## src/rtl/mram_wb_spi.sv

```systemverilog
// Wishbone-style 32-bit word slave backed by an SPI MRAM (READ 0x03 / WRITE 0x02 / WREN 0x06).
// Define MRAM_BURSTWRITE_EN to turn full-word writes into a single 4-byte WRITE frame.
module mram_wb_spi #(
    parameter int unsigned SPISPED = 4
) (
    input  logic        clk_i,
    input  logic        rst_i,
    input  logic        stb_i,
    input  logic        we_i,
    input  logic [3:0]  sel_i,
    input  logic [31:0] dat_i,
    output logic [31:0] dat_o,
    input  logic [29:0] adr_i,
    output logic        ack_o,
    output logic        spiCs_o,
    output logic        spiClk_o,
    output logic        spiMosi_o,
    input  logic        spiMiso_i
);
`ifdef MRAM_BURSTWRITE_EN
    localparam bit BURST_EN = 1'b1;
`else
    localparam bit BURST_EN = 1'b0;
`endif
    localparam logic [15:0] CNT_LAST = 16'(SPISPED - 1);

    typedef enum logic [2:0] {IDLE, CS_SETUP, SHIFT, CS_HOLD, GAP, ACK} state_t;
    typedef enum logic [1:0] {K_NONE, K_READ, K_WREN, K_WRITE} kind_t;

    state_t      state_q;
    kind_t       kind_q;
    logic        we_q;
    logic [3:0]  sel_q;
    logic [31:0] wdat_q;
    logic [21:0] adr_q;
    logic [1:0]  lane_q;
    logic [62:0] tx_q;
    logic [6:0]  bit_q;
    logic [6:0]  len_q;
    logic [31:0] rx_q;
    logic [15:0] cnt_q;
    logic        cs_q;
    logic        sck_q;
    logic        mosi_q;
    logic        ack_q;
    logic [31:0] dat_q;

    logic        unused_adr;
    logic        burst;
    logic        cnt_done;
    logic [2:0]  first_lane_w;
    logic [2:0]  after_lane_w;
    logic        nxt_done_d;
    kind_t       nxt_kind_d;
    logic [1:0]  nxt_lane_d;
    logic [63:0] nxt_tx_d;
    logic [6:0]  nxt_len_d;

    assign unused_adr = ^adr_i[29:22];
    assign burst      = BURST_EN && (sel_q == 4'hF);
    assign cnt_done   = (cnt_q == CNT_LAST);

    // Lowest selected lane at or above 'from'; 4 means none left.
    function automatic logic [2:0] first_lane(input logic [3:0] sel, input logic [2:0] from);
        logic [2:0] res;
        if      (sel[0] && from <= 3'd0) res = 3'd0;
        else if (sel[1] && from <= 3'd1) res = 3'd1;
        else if (sel[2] && from <= 3'd2) res = 3'd2;
        else if (sel[3] && from <= 3'd3) res = 3'd3;
        else                             res = 3'd4;
        return res;
    endfunction

    // Frame that follows the one just finished (K_NONE: none sent yet for this request).
    always_comb begin
        first_lane_w = first_lane(sel_q, 3'd0);
        after_lane_w = first_lane(sel_q, {1'b0, lane_q} + 3'd1);
        nxt_done_d   = 1'b0;
        nxt_kind_d   = K_WREN;
        nxt_lane_d   = lane_q;
        nxt_tx_d     = {8'h06, 56'h0};
        nxt_len_d    = 7'd8;
        case (kind_q)
            K_NONE: begin
                if (!we_q) begin
                    nxt_kind_d = K_READ;
                    nxt_tx_d   = {8'h03, adr_q, 2'b00, 32'h0};
                    nxt_len_d  = 7'd64;
                end else begin
                    nxt_lane_d = first_lane_w[1:0];
                end
            end
            K_WREN: begin
                nxt_kind_d = K_WRITE;
                if (burst) begin
                    nxt_tx_d  = {8'h02, adr_q, 2'b00, wdat_q[7:0], wdat_q[15:8],
                                 wdat_q[23:16], wdat_q[31:24]};
                    nxt_len_d = 7'd64;
                end else begin
                    nxt_tx_d  = {8'h02, adr_q, lane_q, wdat_q[{lane_q, 3'b000} +: 8], 24'h0};
                    nxt_len_d = 7'd40;
                end
            end
            K_WRITE: begin
                if (burst || after_lane_w[2]) nxt_done_d = 1'b1;
                else                          nxt_lane_d = after_lane_w[1:0];
            end
            default: nxt_done_d = 1'b1;
        endcase
    end

    always_ff @(posedge clk_i) begin
        if (!rst_i) begin
            state_q <= IDLE;
            kind_q  <= K_NONE;
            we_q    <= 1'b0;
            sel_q   <= '0;
            wdat_q  <= '0;
            adr_q   <= '0;
            lane_q  <= '0;
            tx_q    <= '0;
            bit_q   <= '0;
            len_q   <= '0;
            rx_q    <= '0;
            cnt_q   <= '0;
            cs_q    <= 1'b1;
            sck_q   <= 1'b0;
            mosi_q  <= 1'b0;
            ack_q   <= 1'b0;
            dat_q   <= '0;
        end else begin
            ack_q <= 1'b0;
            case (state_q)
                IDLE: begin
                    if (stb_i) begin
                        we_q   <= we_i;
                        sel_q  <= sel_i;
                        wdat_q <= dat_i;
                        adr_q  <= adr_i[21:0];
                        kind_q <= K_NONE;
                        if (we_i && sel_i == 4'h0) begin
                            state_q <= ACK;
                            ack_q   <= 1'b1;
                        end else begin
                            // Enter GAP already expired so the first frame starts next cycle.
                            state_q <= GAP;
                            cnt_q   <= CNT_LAST;
                        end
                    end
                end
                CS_SETUP: begin
                    if (cnt_done) begin
                        cnt_q   <= '0;
                        sck_q   <= 1'b1;
                        rx_q    <= {rx_q[30:0], spiMiso_i};
                        state_q <= SHIFT;
                    end else begin
                        cnt_q <= cnt_q + 16'd1;
                    end
                end
                SHIFT: begin
                    if (cnt_done) begin
                        cnt_q <= '0;
                        if (sck_q) begin
                            sck_q <= 1'b0;
                            if (bit_q == len_q - 7'd1) begin
                                mosi_q  <= 1'b0;
                                state_q <= CS_HOLD;
                            end else begin
                                mosi_q <= tx_q[62];
                                tx_q   <= {tx_q[61:0], 1'b0};
                                bit_q  <= bit_q + 7'd1;
                            end
                        end else begin
                            sck_q <= 1'b1;
                            rx_q  <= {rx_q[30:0], spiMiso_i};
                        end
                    end else begin
                        cnt_q <= cnt_q + 16'd1;
                    end
                end
                CS_HOLD: begin
                    if (cnt_done) begin
                        cnt_q   <= '0;
                        cs_q    <= 1'b1;
                        state_q <= GAP;
                        if (kind_q == K_READ)
                            dat_q <= {rx_q[7:0], rx_q[15:8], rx_q[23:16], rx_q[31:24]};
                    end else begin
                        cnt_q <= cnt_q + 16'd1;
                    end
                end
                GAP: begin
                    if (cnt_done) begin
                        cnt_q <= '0;
                        if (nxt_done_d) begin
                            state_q <= ACK;
                            ack_q   <= 1'b1;
                        end else begin
                            kind_q  <= nxt_kind_d;
                            lane_q  <= nxt_lane_d;
                            mosi_q  <= nxt_tx_d[63];
                            tx_q    <= nxt_tx_d[62:0];
                            len_q   <= nxt_len_d;
                            bit_q   <= '0;
                            cs_q    <= 1'b0;
                            state_q <= CS_SETUP;
                        end
                    end else begin
                        cnt_q <= cnt_q + 16'd1;
                    end
                end
                ACK:     state_q <= IDLE;
                default: state_q <= IDLE;
            endcase
        end
    end

    assign dat_o     = dat_q;
    assign ack_o     = ack_q;
    assign spiCs_o   = cs_q;
    assign spiClk_o  = sck_q;
    assign spiMosi_o = mosi_q;

endmodule

```

## config.mk

```make
export PLATFORM = sky130hd
export DESIGN_NAME = mram_wb_spi
export DESIGN_NICKNAME = d
export VERILOG_FILES = /design/src/rtl/mram_wb_spi.sv
export SDC_FILE = /design/constraint.sdc
export NUM_CORES = 1
export LEC_CHECK = 0
export ABC_CLOCK_PERIOD_IN_PS = 3910
export CAP_MARGIN = 20
export CORE_ASPECT_RATIO = 1.1
export CORE_MARGIN = 2
export CORE_UTILIZATION = 30
export CTS_BUF_LIST = sky130_fd_sc_hd__clkbuf_4 sky130_fd_sc_hd__clkbuf_8
export DETAILED_ROUTE_END_ITERATION = 12
export PLACE_DENSITY = 0.53
export SKIP_CTS_REPAIR_TIMING = 1
export SYNTH_ARGS = -nofsm -noshare
export SYNTH_HDL_FRONTEND = slang
export SYNTH_SLANG_ARGS = --single-unit
```

## constraint.sdc

```tcl
create_clock -name clk_i -period 3.91 [get_ports clk_i]
set_clock_uncertainty 0.15 [all_clocks]
set_input_delay 1.173 -clock clk_i [delete_from_list [all_inputs] [get_ports clk_i]]
set_output_delay 1.173 -clock clk_i [all_outputs]
set_load 0.03 [all_outputs]
```

---- Word level (Yosys, flattened, before mapping) ----
Index checks and enable logic that the tools add are counted.
storage, ports and cells
  bits in registers ....................... 227
  bits in latches ......................... 0
  RAM bits ................................ 0
  memory bits (read-only) ................. 0
  input bits .............................. 71
  memories ................................ 0
operators by class
  add/subtract/negate cells ............... 4
  multiply operators ...................... 0
  div/mod/pow operators ................... 0
  magnitude comparators ................... 4
  equality and inequality tests ........... 22
  shift operators ......................... 1
  mux-type cells .......................... 71
  bitwise gates (word level) .............. 1
  reductions and logical operators ........ 28
operators with widths
  cell                                             number
  two-way mux 63 bit                               5
  one-hot mux 63 bit (2 select lines)              1
  one-hot mux 59 bit (2 select lines)              1
  two-way mux 32 bit                               3
  one-hot mux 32 bit (2 select lines)              1
  two-way mux 59 bit                               1
  two-way mux 16 bit                               3
  two-way mux 7 bit                                6
  two-way mux 3 bit                                12
  one-hot mux 16 bit (2 select lines)              1
  variable part select 32 x 6 -> 8 bit             1
  one-hot mux 7 bit (2 select lines)               2
  != test 2 bit (second input constant)            13
  two-way mux 2 bit                                10
  adder 16 x 1 -> 16 bit (second input constant)   1
  == test 16 x 2 -> 1 bit (second input constant)  1
  two-way mux 1 bit                                16
  one-hot mux 3 bit (5 select lines)               1
  one-hot mux 2 bit (2 select lines)               3
  AND reduction 3 bit                              4
  AND reduction 4 bit                              3
  AND reduction 6 bit                              2
  nonzero test 2 bit                               6
  one-hot mux 1 bit (2 select lines)               5
  other kinds (21)                                 29

---- Logic depth before layout (Yosys ltp) ----
Gate-level depths: netlist of the first run.
  depth in word-level cells ............... 12
  mapped depth ............................ 10

---- Worst setup path after synthesis of the first run ----
Ideal clock, no wire load.
  path kind ............................... input port to flip-flop
  start ................................... in we_i
  end ..................................... reg cnt_q[9]
  library setup time ...................... 0.070 ns
  data arrival time ....................... 2.518 ns
  setup slack ............................. 1.172 ns
  stages on the path ...................... 5
  buffers on the path ..................... 0
  cell sequence ........................... nor4b_1 > a221oi_2 > nand4_1 > or4_1 > a21oi_1
on the way
  word-level cells in the longest chain between the ends .. 3
ends and longest elaborated chain
  what                           line  text
  start, declared                9     input logic we_i,
  logical AND 1 bit              141   if (we_i && sel_i == 4'h0) begin
  != test 2 bit (no line)        n/a
  AND reduction 3 bit (no line)  n/a
  end signal, assigned           158   cnt_q <= cnt_q + 16'd1;
  end signal, assigned           179   cnt_q <= cnt_q + 16'd1;
  end signal, assigned           190   cnt_q <= cnt_q + 16'd1;
  end, declared                  41    logic [15:0] cnt_q;
Every way passes these cells.
A chain may end at the register's enable or synchronous reset.

---- Final worst setup path of the first run ----
  start ................................... in sel_i[0]
  end ..................................... reg cnt_q[9]
on the way
  word-level cells in the longest chain between the ends .. 4
ends and longest elaborated chain
  what                           line  text
  start, declared                10    input logic [3:0] sel_i,
  zero test 4 bit                141
  logical AND 1 bit              141
  != test 2 bit (no line)        n/a
  AND reduction 3 bit (no line)  n/a
Every way passes these cells.

==> out/qor.csv, run 1 <==
stage,metric,value,unit
min_path,Hold Path End,tx_q[61]$_SDFFE_PN0P_,
drt,wire per inst,13.69,µm
drt,Initial DRC Count,464,
global_route,first-pass GRT wire length,33.71,mm
clock_tree,Clock Latency Late Sink,0.49,ns
sta,RSZ-0062 raised after global routing,no,
global_route,GR Util All Layers,13.35,%
layout,Layout area overhead,19.82,%
power,Leak Pwr,3.522,nW
synthesis,sequential share of the synthesized area,46.16,%
power,Clock power frac,30.0,%
critical_path,"reg-to-reg slack, setup",1.00,ns
synthesis,leading area contributor after synthesis,dfxtp_1,
critical_path,crit path kind,in2reg,
sta,final hold vios,0,
sta,Peak Freq,0.3243,GHz
min_path,worst min path class,reg2reg,
synthesis,"EDFF count, synth",0,
critical_path,reg2reg end,tx_q[33]$_SDFFE_PN0P_,
sta,Slew Limit Fails,0,
critical_path,startpoint types,input port,
drt,antenna-violating nets left,0,
power,switching share of power,35.76,%
floorplan,Initial Util,30.32,%
floorplan,I/O pins,107,
drt,wl on met1,9.733,mm
drt,routed via count,6957,
critical_path,"Max FO, Critical Path",8,
sta,crit path time final,3.083,ns
layout,fin util,36.33,%
global_route,gr ovfl total,0,
drt,topmost layer with routed signal wires,met4,
power,combinational share of power,21.9,%
drt,drt pass-1 iters,4,
drt,"wirelength, routed",19.76,mm
drt,met3 wire length,667,µm
layout,# fillers,2998,
synthesis,asr flop ratio synth,0,%
min_path,Hold Crit Start,tx_q[61]$_SDFFE_PN0P_,
critical_path,critical path's largest stage delay,0.52,ns
sta,Rel. slew slack,48.13,%
synthesis,Seq cells post-synth,199,
synthesis,synth top area cells,"dfxtp_1 46%, nand2_1 11%, a21boi_0 5.2%, a221oi_2 4.5%, nand3_1 3.2%",
layout,NumNets Final,1141,
drt,Detail Route met2 WL,9.179,mm
critical_path,"Data arrival, critical path",3.33,ns
sta,Final period util,78.86,%
clock_tree,H-tree depth,4,
layout,share of layout cells above drive strength 1,10.59,%
clock_tree,clk buf depth,2,
critical_path,WP data required,4.15,ns
synthesis,Post-Synthesis Cells,1004,
synthesis,Post-synth top cells,"245 x nand2_1, 199 x dfxtp_1, 70 x nor2_1, 60 x a21boi_0, 56 x nand3_1",
clock_tree,Worst-path clk slew,0.11,ns
synthesis,library cells used by synthesis,64,
power,Pint,0.003091,W
floorplan,num rows,65,
synthesis,syn nets,1082,
job,Max-Cap Viols,0,
clock_tree,clk sinks,199,
clock_tree,Root Buffer,clkbuf_8,
floorplan,die area,30140,µm²
layout,ant diodes,0,
clock_tree,CTS tree,done,
drt,DRC Markers,0,
sta,final setup fails,0,
clock_tree,TritonCTS Buffers,17,
floorplan,Die Width,165.7,µm
synthesis,top-area cell type share of the netlist area,46.16,%
critical_path,Worst path slowest cell,or4_1,
power,Pwr Total,0.004811,W
power,Power Density,465.2,nW/µm²
power,sequential power share,48.1,%
layout,final instance area,10340,µm²
run_status,status,finished clean,
synthesis,synth warn,0,
synthesis,synthesized cell area,8631,µm²
critical_path,CP Cell Sequence,clkdlybuf4s50_1 -> nor4_1 -> buf_4 -> a221oi_2 -> nand4_1 -> or4_1 -> a21oi_1,
sta,setup TNS,0,ns
synthesis,most frequent cell after synthesis,nand2_1,
critical_path,R2R Path Start,cnt_q[0]$_SDFFE_PN0P_,
sta,worst hold slack,0.3093,ns
critical_path,Worst Setup End Kind,flop,
placement,Area after DPL,9887,µm²
placement,DPL Wire Length,12.50,mm
min_path,hold path cells,2,
global_route,antenna violations before repair,0,
power,worst vdd ir,0.2747,mV
synthesis,top_reg_cell synth,dfxtp_1,
floorplan,core area,28460,µm²
global_route,largest net degree at the start of global routing,65,
placement,placer's final routability congestion estimate,0.7897,
drt,Vias/cell,4.818,
global_route,vias in the first global route,6773,
placement,I/O Buffers,98,
power,switching pwr,0.001720,W
synthesis,syn_area_per_cell,8.596,µm²
critical_path,reg2reg path depth,7,
sta,worst-margin pin slew,0.7770,ns
floorplan,Die Y-Extent,181.9,µm
worst max-delay path by stage:
stage	startpoint	to	slack, ns	depth (start not counted)
after floorplan	we_i	cnt_q[9]$_SDFFE_PN0P_	1.17	5
after global placement	sel_i[0]	cnt_q[9]$_SDFFE_PN0P_	0.36	7
after detailed placement	sel_i[0]	cnt_q[9]$_SDFFE_PN0P_	0.34	7
after CTS	sel_i[0]	cnt_q[9]$_SDFFE_PN0P_	0.85	7
after global routing	sel_i[0]	cnt_q[9]$_SDFFE_PN0P_	0.59	7
final	sel_i[0]	cnt_q[9]$_SDFFE_PN0P_	0.83	7
state kept, by name, indices dropped and copies added, names as in the netlist, 2 cells and up:
signal / count
tx_q: 39
adr_q: 22
kind_q: 2
dat_o: 32
wdat_q: 32
bit_q: 7
sel_q: 4
cnt_q: 16
state_q: 3
lane_q: 2
rx_q: 32
len_q: 3
metrics by stage:
stage	setup WS, ns	instances
5_1_grt	0.5936	1444
4_1_cts	0.8522	1444
6_report	0.8266	1444
3_5_place_dp	0.3406	1412
3_3_place_gp	0.3646	1412
2_1_floorplan	1.172	1004
final cells by class:
cell class              instances  area (µm²)  area share [%]
multi-input cells             718        4255           41.15
flip-flops and latches        199        3984           38.52
repair buffers                118        1154           11.16
well taps                     368       460.4           4.453
clock buffers                  17       234.0           2.263
clock inverters                15       220.2           2.129
inverters                       9       33.78          0.3267
placed cells by master (no fill, tap or decap), drive strengths merged, types with 4 or more instances in the layout:
cell type / instances
o21ai: 53
nor3b: 8
ha: 7
and3: 7
xor2: 8
clkinv: 6
a21oi: 48
dfxtp: 199
nor2: 70
inv: 18
nor4: 4
xnor2: 6
nand2: 245
nor3: 32
a21boi: 62
nand4: 10
nor2b: 9
mux4: 8
a211oi: 6
clkbuf: 17
a221oi: 30
buf: 21
o31ai: 5
nand3: 56
clkdlybuf4s50: 97
critical path, delay by kind of cell:
family | cells | cell delay (ns)
AND/OR/NAND/NOR | 3 | 0.87
buffers and inverters | 2 | 0.64
AO/OA/AOI/OAI | 2 | 0.64
power groups by stage:
stage               logic, W  registers (W)  clock network [W]
floorplan           0.000805        0.00231                  0
global placement     0.00106        0.00236                  0
detailed placement   0.00107        0.00236                  0
CTS                  0.00107        0.00232            0.00151
global route         0.00118        0.00234            0.00158
finish               0.00105        0.00232            0.00144
metal layers:
metal | global-route usage (%) | vias to the layer above
li1 | - | 3601
met1 | 17.73 | 3229
met2 | 22.16 | 112
met3 | 2.659 | 15
met4 | 3.583 | 0
met5 | 0 | -
kinds of logic after synthesis:
kind of cell | synth area share, %
buf+inv | 4.697
fa+ha+maj | 1.015
simple gates | 24.43
compound gates | 19.57
mux | 2.435
flops | 46.16
xor+xnor | 1.696
Power figures use the tool's default switching activity.
==> run 2: changes to the inputs <==
--- a/config.mk
+++ b/config.mk
@@ -5,14 +5,14 @@
 export SDC_FILE = /design/constraint.sdc
 export NUM_CORES = 1
 export LEC_CHECK = 0
-export ABC_CLOCK_PERIOD_IN_PS = 3910
+export ABC_CLOCK_PERIOD_IN_PS = 2800
 export CAP_MARGIN = 20
 export CORE_ASPECT_RATIO = 1.1
 export CORE_MARGIN = 2
 export CORE_UTILIZATION = 30
 export CTS_BUF_LIST = sky130_fd_sc_hd__clkbuf_4 sky130_fd_sc_hd__clkbuf_8
 export DETAILED_ROUTE_END_ITERATION = 12
-export PLACE_DENSITY = 0.53
+export PLACE_DENSITY = 0.55
 export SKIP_CTS_REPAIR_TIMING = 1
 export SYNTH_ARGS = -nofsm -noshare
 export SYNTH_HDL_FRONTEND = slang
==> constraint.sdc (replaced) <==
create_clock -name clk_i -period 2.8 [get_ports clk_i]
set_clock_uncertainty 0.15 [all_clocks]
set_input_delay 0.84 -clock clk_i [delete_from_list [all_inputs] [get_ports clk_i]]
set_output_delay 0.84 -clock clk_i [all_outputs]
set_load 0.03 [all_outputs]
==> run 2 against run 1 <==
Effect of this change:
- total power up 42%
- count of clock-buffer cells in the layout unchanged
- combinational power up 53%
- register-to-register slack got worse by 0.80 ns
- non-clock buffer count up 13
- cell area grew 1.9%
- global-route usage down 0.061 points
- core utilization increased by 0.70 points
- via count rose by 0.66%
- routed wire length down 1.9%
- critical path type unchanged
==> out/qor.csv, run 2 (synthesis results as in run 1) <==
stage,metric,value,unit,change
run_status,status,finished clean,,
sta,Peak Freq,0.3767,GHz,
power,Leak Pwr,3.617,nW,+2.7%
critical_path,"Data arrival, critical path",2.90,ns,-0.43 ns
critical_path,"Max FO, Critical Path",7,,-1
global_route,GR Util All Layers,13.29,%,-0.061 points
power,Pwr Total,0.006840,W,+42%
floorplan,die area,30140,µm²,unchanged
critical_path,CP Launch Point,sel_i[3],,
layout,largest register by flop count,tx_q,,
global_route,gr ovfl total,0,,unchanged
clock_tree,clk buf depth,2,,unchanged
placement,placer's final routability congestion estimate,0.7876,,-0.27%
sta,final setup fails,0,,unchanged
drt,wire per inst,13.31,µm,-2.7%
sta,setup ws final,0.1451,ns,-0.6814 ns
clock_tree,CTS tree,done,,
placement,DPL Wire Length,12.81,mm,+2.4%
sta,Rel. slew slack,60.25,%,+12 points
floorplan,I/O pins,107,,unchanged
layout,Layout area overhead,22.12,%,
critical_path,Worst Setup End Kind,flop,,
power,Power Density,648.9,nW/µm²,+39%
placement,dpl ws,-0.3090,ns,-0.6496 ns
sta,setup TNS,0,ns,unchanged
floorplan,Die Width,165.7,µm,unchanged
drt,DRC Markers,0,,unchanged
global_route,first-pass GRT wire length,33.89,mm,+0.53%
floorplan,num rows,65,,unchanged
sta,RSZ-0062 raised after global routing,no,,
critical_path,reg2reg end,tx_q[25]$_SDFFE_PN0P_,,
sta,crit path time final,2.655,ns,
layout,final instance area,10540,µm²,+1.9%
clock_tree,Clock Latency Late Sink,0.47,ns,-0.02 ns
sta,Slew Limit Fails,0,,unchanged
sta,worst-margin pin slew,0.5908,ns,-0.1862 ns
critical_path,R2R Path Start,cnt_q[0]$_SDFFE_PN0P_,,
placement,Area after DPL,10100,µm²,+2.1%
floorplan,Initial Util,30.32,%,unchanged
drt,"wirelength, routed",19.40,mm,-1.9%
clock_tree,Root Buffer,clkbuf_8,,
drt,drt pass-1 iters,5,,+1
layout,NumNets Final,1154,,+1.1%
layout,"most common cell after layout, fill and taps aside",nand2_1,,
drt,routed via count,7003,,+0.66%
placement,I/O Buffers,98,,unchanged
global_route,antenna violations before repair,1,,+1
floorplan,core area,28460,µm²,unchanged
critical_path,reg2reg path depth,8,,+1
critical_path,Worst Setup EP,cnt_q[9]$_SDFFE_PN0P_,,
clock_tree,TritonCTS Buffers,17,,unchanged
power,worst vdd ir,0.3631,mV,+32%
critical_path,"reg-to-reg slack, setup",0.20,ns,-0.80 ns
clock_tree,H-tree depth,4,,unchanged
drt,Vias/cell,4.806,,-0.24%
layout,max reg flops,39,,unchanged
critical_path,startpoint types,input port,,
drt,antenna-violating nets left,0,,unchanged
min_path,worst min path class,reg2reg,,
layout,share of layout cells above drive strength 1,11.66,%,+1.1 points
sta,final hold vios,0,,unchanged
clock_tree,clk sinks,199,,unchanged
critical_path,crit path kind,in2reg,,
drt,Initial DRC Count,404,,-13%
job,Max-Cap Viols,0,,unchanged
global_route,vias in the first global route,6806,,+0.49%
layout,most frequent cells in the layout,"243 x nand2_1, 199 x dfxtp_1, 97 x clkdlybuf4s50_1",,
global_route,largest net degree at the start of global routing,102,,+57%
critical_path,WP data required,3.05,ns,-1.10 ns
layout,ant diodes,0,,unchanged
clock_tree,Worst-path clk slew,0.13,ns,+0.02 ns
floorplan,Die Y-Extent,181.9,µm,unchanged
sta,Final period util,94.82,%,
-- run 2: worst min-delay path by stage --
| stage | from | cells after the start | slack (ns) | end |
|---|---|---|---|---|
| after floorplan | tx_q[24]$_SDFFE_PN0P_ | 2 | 0.28 | tx_q[24]$_SDFFE_PN0P_ |
| final | tx_q[60]$_SDFFE_PN0P_ | 2 | 0.31 | tx_q[61]$_SDFFE_PN0P_ |
| after global placement | tx_q[24]$_SDFFE_PN0P_ | 2 | 0.29 | tx_q[24]$_SDFFE_PN0P_ |
| after CTS | tx_q[60]$_SDFFE_PN0P_ | 2 | 0.31 | tx_q[61]$_SDFFE_PN0P_ |
| after detailed placement | tx_q[60]$_SDFFE_PN0P_ | 2 | 0.30 | tx_q[60]$_SDFFE_PN0P_ |
| after global routing | tx_q[58]$_SDFFE_PN0P_ | 2 | 0.33 | tx_q[59]$_SDFFE_PN0P_ |
-- run 2: through the flow --
step	utilization [%]	cells	hold WS, ns
global placement	35.47	1425	0.2897
CTS	37.03	1457	0.3073
floorplan	-	1004	0.2809
finish	37.03	1457	0.3063
global route	37.03	1457	0.3335
detailed placement	35.47	1425	0.2964
-- run 2: critical path, cell delays in order --
cell             delay (ns)
clkdlybuf4s50_1        0.47
nor4_1                 0.09
buf_12                 0.14
a221oi_2               0.47
nand4_1                0.23
or4_1                  0.51
a21oi_1                0.15
-- run 2: cell type report --
class                   count  area [µm²]
fillers                  2988       17920
well taps                 368       460.4
clock inverters            15       209.0
flip-flops and latches    199        3984
inverters                   9       33.78
repair buffers            131        1364
multi-input cells         718        4255
clock buffers              17       234.0
-- run 2: metal layers --
layer | track usage, % | share of wire [%] | vias to the layer above
met3 | 2.790 | 3.2 | 13
li1 | - | - | 3618
met1 | 17.50 | 48 | 3265
met4 | 3.200 | 0.88 | 2
met5 | 0 | 0.046 | -
met2 | 22.31 | 47 | 105
-- run 2: where the power goes --
part / switching (W) / internal [W] / total (W)
Sequential: 0.000158 / 0.00305 / 0.00321
Clock: 0.00122 / 0.000797 / 0.00202
Combinational: 0.000983 / 0.000625 / 0.00161
